<file path="src/rtl/paddle_input_ctl.sv">
// N-channel paddle input conditioner: CDC sync, tear filter, clamp and frame-locked slew for
// positions; sync, debounce and press pulse for buttons. Every channel is independent.
module paddle_input_ctl #(
  parameter int CHANNELS     = 2,
  parameter int POS_W        = 12,
  parameter int SYNC_STAGES  = 2,
  parameter int POS_MIN      = 0,
  parameter int POS_MAX      = 671,
  parameter int POS_RESET    = 335,
  parameter int MAX_STEP     = 16,
  parameter int DEBOUNCE_CYC = 65000
) (
  input  logic                      clk,
  input  logic                      rst,
  input  logic [CHANNELS*POS_W-1:0] pos_in,
  input  logic [CHANNELS-1:0]       btn_in,
  input  logic                      frame_tick,
  output logic [CHANNELS*POS_W-1:0] pos_out,
  output logic [CHANNELS-1:0]       pos_moving,
  output logic [CHANNELS-1:0]       btn_level,
  output logic [CHANNELS-1:0]       btn_press
);

  localparam int CNT_W = $clog2(DEBOUNCE_CYC + 1);

  localparam logic [POS_W-1:0]        MIN_V   = POS_W'(POS_MIN);
  localparam logic [POS_W-1:0]        MAX_V   = POS_W'(POS_MAX);
  localparam logic [POS_W-1:0]        RESET_V = POS_W'(POS_RESET);
  localparam logic [POS_W-1:0]        STEP_U  = POS_W'(MAX_STEP);
  localparam logic signed [POS_W:0]   STEP_S  = (POS_W + 1)'(MAX_STEP);
  localparam logic [CNT_W-1:0]        DEB_V   = CNT_W'(DEBOUNCE_CYC);
  localparam logic [CNT_W-1:0]        CNT_ONE = CNT_W'(1);

  typedef enum logic [1:0] {
    IDLE_LO,
    WAIT_HI,
    IDLE_HI,
    WAIT_LO
  } btn_state_t;

  for (genvar k = 0; k < CHANNELS; k++) begin : g_ch

    logic [SYNC_STAGES-1:0][POS_W-1:0] pos_sync;
    logic [POS_W-1:0]                  pos_s;
    logic [POS_W-1:0]                  s_prev;
    logic [POS_W-1:0]                  clamped;
    logic [POS_W-1:0]                  target;
    logic [POS_W-1:0]                  pos_q;
    logic signed [POS_W:0]             diff;
    logic signed [POS_W:0]             diff_abs;
    int                                s_val;

    assign pos_s = pos_sync[SYNC_STAGES-1];
    assign s_val = int'(pos_s);

    always_comb begin
      clamped = pos_s;
      if (s_val < POS_MIN) begin
        clamped = MIN_V;
      end else if (s_val > POS_MAX) begin
        clamped = MAX_V;
      end
    end

    always_comb begin
      diff     = $signed({1'b0, target}) - $signed({1'b0, pos_q});
      diff_abs = diff[POS_W] ? -diff : diff;
    end

    // A synced word is trusted only once two consecutive samples agree, so a
    // half-updated multi-bit value caught mid-transition never reaches target.
    always_ff @(posedge clk or negedge rst) begin
      if (!rst) begin
        pos_sync <= '0;
        s_prev   <= '0;
        target   <= RESET_V;
      end else begin
        pos_sync <= {pos_sync[SYNC_STAGES-2:0], pos_in[k*POS_W +: POS_W]};
        s_prev   <= pos_s;
        if (pos_s == s_prev) begin
          target <= clamped;
        end
      end
    end

    // Slew never overshoots: a full step is only taken when the target is
    // further away than MAX_STEP, so the result stays inside the clamp range.
    always_ff @(posedge clk or negedge rst) begin
      if (!rst) begin
        pos_q <= RESET_V;
      end else if (frame_tick) begin
        if (MAX_STEP == 0 || diff_abs <= STEP_S) begin
          pos_q <= target;
        end else if (!diff[POS_W]) begin
          pos_q <= pos_q + STEP_U;
        end else begin
          pos_q <= pos_q - STEP_U;
        end
      end
    end

    assign pos_out[k*POS_W +: POS_W] = pos_q;
    assign pos_moving[k]             = (pos_q != target);

    logic [SYNC_STAGES-1:0] btn_sync;
    logic                   btn_s;
    btn_state_t             state;
    logic [CNT_W-1:0]       cnt;
    logic                   level_q;
    logic                   press_q;

    assign btn_s = btn_sync[SYNC_STAGES-1];

    always_ff @(posedge clk or negedge rst) begin
      if (!rst) begin
        btn_sync <= '0;
      end else begin
        btn_sync <= {btn_sync[SYNC_STAGES-2:0], btn_in[k]};
      end
    end

    // Counter stops at DEBOUNCE_CYC because the state always leaves WAIT_* there.
    always_ff @(posedge clk or negedge rst) begin
      if (!rst) begin
        state   <= IDLE_LO;
        cnt     <= '0;
        level_q <= 1'b0;
        press_q <= 1'b0;
      end else begin
        press_q <= 1'b0;
        case (state)
          IDLE_LO: begin
            if (btn_s) begin
              state <= WAIT_HI;
              cnt   <= CNT_ONE;
            end
          end
          WAIT_HI: begin
            if (!btn_s) begin
              state <= IDLE_LO;
            end else if (cnt == DEB_V) begin
              state   <= IDLE_HI;
              level_q <= 1'b1;
              press_q <= 1'b1;
            end else begin
              cnt <= cnt + CNT_ONE;
            end
          end
          IDLE_HI: begin
            if (!btn_s) begin
              state <= WAIT_LO;
              cnt   <= CNT_ONE;
            end
          end
          WAIT_LO: begin
            if (btn_s) begin
              state <= IDLE_HI;
            end else if (cnt == DEB_V) begin
              state   <= IDLE_LO;
              level_q <= 1'b0;
            end else begin
              cnt <= cnt + CNT_ONE;
            end
          end
          default: begin
            state   <= IDLE_LO;
            level_q <= 1'b0;
          end
        endcase
      end
    end

    assign btn_level[k] = level_q;
    assign btn_press[k] = press_q;

  end : g_ch

endmodule
</file>
<file path="config.mk">
export PLATFORM = sky130hd
export DESIGN_NAME = paddle_input_ctl
export DESIGN_NICKNAME = d
export VERILOG_FILES = /design/src/rtl/paddle_input_ctl.sv
export SDC_FILE = /design/constraint.sdc
export NUM_CORES = 1
export LEC_CHECK = 0
export CAP_MARGIN = 20
export CORE_MARGIN = 2
export CORE_UTILIZATION = 25
export CTS_CLUSTER_SIZE = 40
export DETAILED_ROUTE_END_ITERATION = 8
export DONT_BUFFER_PORTS = 1
export HOLD_SLACK_MARGIN = 0.08
export PLACE_DENSITY = 0.48
export SLEW_MARGIN = 20
export SYNTH_ARGS = -nofsm -noshare
export SYNTH_HDL_FRONTEND = slang
export SYNTH_SLANG_ARGS = --single-unit
</file>
<file path="constraint.sdc">
create_clock -name clk -period 9.5 [get_ports clk]
set_clock_uncertainty 0.05 [all_clocks]
set_input_delay 1.9 -clock clk [delete_from_list [all_inputs] [get_ports clk]]
set_output_delay 1.9 -clock clk [all_outputs]
set_load 0.01 [all_outputs]
</file>
==> results.sh <==
export IMPL_fmax_ghz=0.2110
export IMPL_antenna_found_initial=1
export IMPL_power_switching_mw=0.7363
export IMPL_top_usage_layer="met2"
export IMPL_grt_util_all_layers_pct=11.21
export IMPL_die_y_um=190.2
export IMPL_rr_endpoint="g_ch[0].pos_q[11]"
export IMPL_rows=68
export IMPL_syn_area_sq_um=8666
export IMPL_drc=0
export IMPL_ys_warn_count=0
export IMPL_gr_usage_met3_pct=2.785
export IMPL_coreArea_sq_um=34370
export IMPL_cts_root_buffer_cell="clkbuf_16"
export IMPL_crit_end="g_ch[0].pos_q[11]"
export IMPL_min_period_over_period_pct=49.88
export IMPL_worstMarginPinSlew_ns=0.9716
export IMPL_clkSinkCount=164
export IMPL_insertion_delay_ns=0.42
export IMPL_sequentialPowerShare_pct=39.6
export IMPL_vias_per_cell=4.677
export IMPL_first_pass_iters=5
export IMPL_swShare_pct=33.90
export IMPL_use_met2_pct=16.42
export IMPL_place_ws_ns=4.796
export IMPL_crit_path_start_kind="flop"
export IMPL_final_layout_size_suffix_gt1_share_pct=8.974
export IMPL_die_area_sq_um=36170
export IMPL_r2r_cells=19
export IMPL_power_mw=2.172
export IMPL_pwr_share_clk_pct=31.9
export IMPL_numCtsBuffers=17
export IMPL_syn_inst=843
export IMPL_cts_resized=0
export IMPL_synth_avg_cell_area_sq_um=10.28
export IMPL_syn_nets=918
export IMPL_post_drt_wl_per_cell_um=14.59
export IMPL_hold_viol=0
export IMPL_wirelength_um=19170
export IMPL_dp_hpwl_um=14060
export IMPL_path_max_fanout=11
export IMPL_synth_distinct_cells=83
export IMPL_gr_total_overflow=0
export IMPL_drtIter0Drc=396
export IMPL_cts_setup_buffers=0
export IMPL_combPwrFrac_pct=28.6
export IMPL_pin_count=59
export IMPL_cts_htree_levels=4
export IMPL_p_int_mw=1.435
export IMPL_cts_path_max_buffers=2
export IMPL_hold_buffers=0
export IMPL_grt_use_met1_pct=16.22
export IMPL_synth_seq_cells=164
export IMPL_cp_required_ns=9.81
export IMPL_vias=6146
export IMPL_fin_crit_ns=4.739
export IMPL_ant_nets=0
export IMPL_p_leak_nw=4.122
export IMPL_reg2reg_slack_ns=4.76
export IMPL_initial_utilization_pct=25.21
export IMPL_cp_startpoint="g_ch[0].target[0]"
export IMPL_routabilityCongestion=0.7775
export IMPL_timing_final_ws_setup_ns=4.761
export IMPL_hold_ws_ns=0.2924
export IMPL_grt_max_degree=165
export IMPL_synth_edf_count=0
export IMPL_maxCapViolations=0
export IMPL_die_x_um=190.2
export IMPL_reg2reg_from="g_ch[0].target[0]"
export IMPL_ys_async_sr_fraction_pct=100.0
export IMPL_slew_violations=0
export IMPL_setup_viol=0
export IMPL_syn_to_final_growth_pct=12.49
export IMPL_synth_ff_type="dfrtp_1"
export IMPL_cts_tree="yes"
export IMPL_cp_end_kind="flop"
export IMPL_clk_pin_slew_ns=0.07
export IMPL_ir_worst_vdd_mv=0.08085
export IMPL_grt_pass1_wl_um=32440
export IMPL_status="finished clean"
export IMPL_io_buffers=0
export IMPL_hold_path_class="flop to flop"
export IMPL_path_class="flop to flop"
export IMPL_seq_area_frac_synth_pct=47.70
export IMPL_first_global_vias=6062
export IMPL_slew_limit_headroom_pct=34.99
export IMPL_crit_arrival_ns=5.05
export IMPL_nets=920
export IMPL_tns_ns=0
export IMPL_rsz0062_at_grt="no"
export IMPL_powerDensity_nw_per_um2=222.8
## worst min path at each step
stage	start	end	slack, ns	cells after the start
after global routing	g_ch[1].pos_sync[1]	g_ch[1].pos_s[1]	0.30	0
after global placement	g_ch[1].pos_sync[0]	g_ch[1].pos_s[0]	0.28	0
after detailed placement	g_ch[1].pos_sync[3]	g_ch[1].pos_s[3]	0.29	0
after CTS	g_ch[1].pos_sync[1]	g_ch[1].pos_s[1]	0.30	0
final	g_ch[1].pos_sync[1]	g_ch[1].pos_s[1]	0.29	0
after floorplan	g_ch[0].btn_sync[0]	g_ch[0].btn_sync[1]	0.28	0
## cell families (layout without fill, tap and decap cells)
kind of cell,after synthesis,after routing,synth area share [%]
buf+inv,79,94,3.812
flops,164,164,47.70
fa+ha+maj,46,46,6.988
simple gates,265,265,15.64
mux,12,12,1.473
other cells,0,1,0
compound gates,200,200,16.60
xor+xnor,77,77,7.782
## routing by layer
metal  share of wire, %  up-vias
li1                   -     3043
met1                 51     2999
met2                 43       89
met3                4.3       15
met4                1.1        0
met5                  0        -
## cells in the mapped netlist (14+ instances only)
master | instances | area [sq um]
xor2_1 | 31 | 271.5
nand4_1 | 22 | 137.6
nand2_1 | 47 | 176.4
a21oi_1 | 31 | 155.2
nand3_1 | 19 | 95.09
ha_1 | 42 | 525.5
dfstp_2 | 24 | 630.6
nor2_1 | 83 | 311.6
xnor2_1 | 46 | 402.9
inv_1 | 59 | 221.5
or3_1 | 14 | 87.58
dfrtp_1 | 140 | 3503
o22a_1 | 15 | 131.4
o21ai_0 | 35 | 175.2
## cell usage in the layout, fill, tap and decap left out, types with 6 or more instances in the layout
| cell type | Yosys | routed |
|---|---|---|
| nand3_1 | 19 | 19 |
| xnor2_1 | 46 | 46 |
| a21oi_1 | 31 | 30 |
| o22a_1 | 15 | 15 |
| a31oi_1 | 12 | 12 |
| or3_1 | 14 | 14 |
| nor2b_1 | 11 | 11 |
| and3_1 | 10 | 10 |
| nor3_1 | 11 | 10 |
| o22ai_1 | 7 | 7 |
| o21a_1 | 8 | 8 |
| nor2_1 | 83 | 83 |
| mux2i_1 | 6 | 6 |
| a211oi_1 | 7 | 7 |
| nand2_1 | 47 | 47 |
| o211ai_1 | 11 | 11 |
| dfrtp_1 | 140 | 140 |
| o21ai_0 | 35 | 35 |
| nand2b_1 | 13 | 13 |
| ha_1 | 42 | 42 |
| inv_6 | 0 | 6 |
| nand4_1 | 22 | 22 |
| dfstp_2 | 24 | 24 |
| a21o_1 | 11 | 11 |
| inv_1 | 59 | 59 |
| xor2_1 | 31 | 31 |
| clkbuf_16 | 0 | 17 |
| mux2_1 | 6 | 6 |
## stage by stage
step	instance area, sq um	std cells	util [%]
2_1_floorplan	8666	843	-
3_3_place_gp	9151	1281	26.62
3_5_place_dp	9151	1281	26.62
4_1_cts	9742	1313	28.34
5_1_grt	9748	1314	28.36
6_report	9748	1314	28.36
## area by class of cell
cell class,count,area [sq um]
clock buffers,21,480.5
clock inverters,11,110.1
diodes,1,2.502
inverters,60,226.5
fillers,3616,24620
well taps,455,569.3
repair buffers,2,15.01
multi-input cells,600,4210
flip-flops and latches,164,4134
## power by group through the flow
stage	clock network (mW)	logic, mW	registers, mW
finish	0.692	0.621	0.859
global route	0.747	0.707	0.872
CTS	0.719	0.620	0.863
detailed placement	0	0.617	0.876
global placement	0	0.614	0.876
floorplan	0	0.513	0.835
## flip-flops by register name, summed over array words and instances, names as in the netlist, named ones only
signal and flops:
g_ch.pos_sync 24, g_ch.state 2, g_ch.level_q 2, g_ch.cnt 32, g_ch.pos_q 24, g_ch.target 24, g_ch.pos_s 24, g_ch.s_prev 24
g_ch.press_q 2, g_ch.btn_sync 4
## critical path, stage by stage, from the launching register on
cell       delay, ns
dfstp_2         0.54
inv_1           0.04
ha_1            0.20
fa_1            0.40
nand2b_1        0.19
a211oi_2        0.31
a21oi_1         0.20
o21ai_2         0.38
inv_1           0.31
ha_1            0.40
and2_0          0.16
o21ai_0         0.22
a31oi_1         0.14
o21a_1          0.18
nor2_1          0.11
xnor2_1         0.16
or2_2           0.16
o21ai_0         0.07
a221o_1         0.30
a2bb2oi_1       0.15
Note: power is estimated with default switching activity, not from simulation.
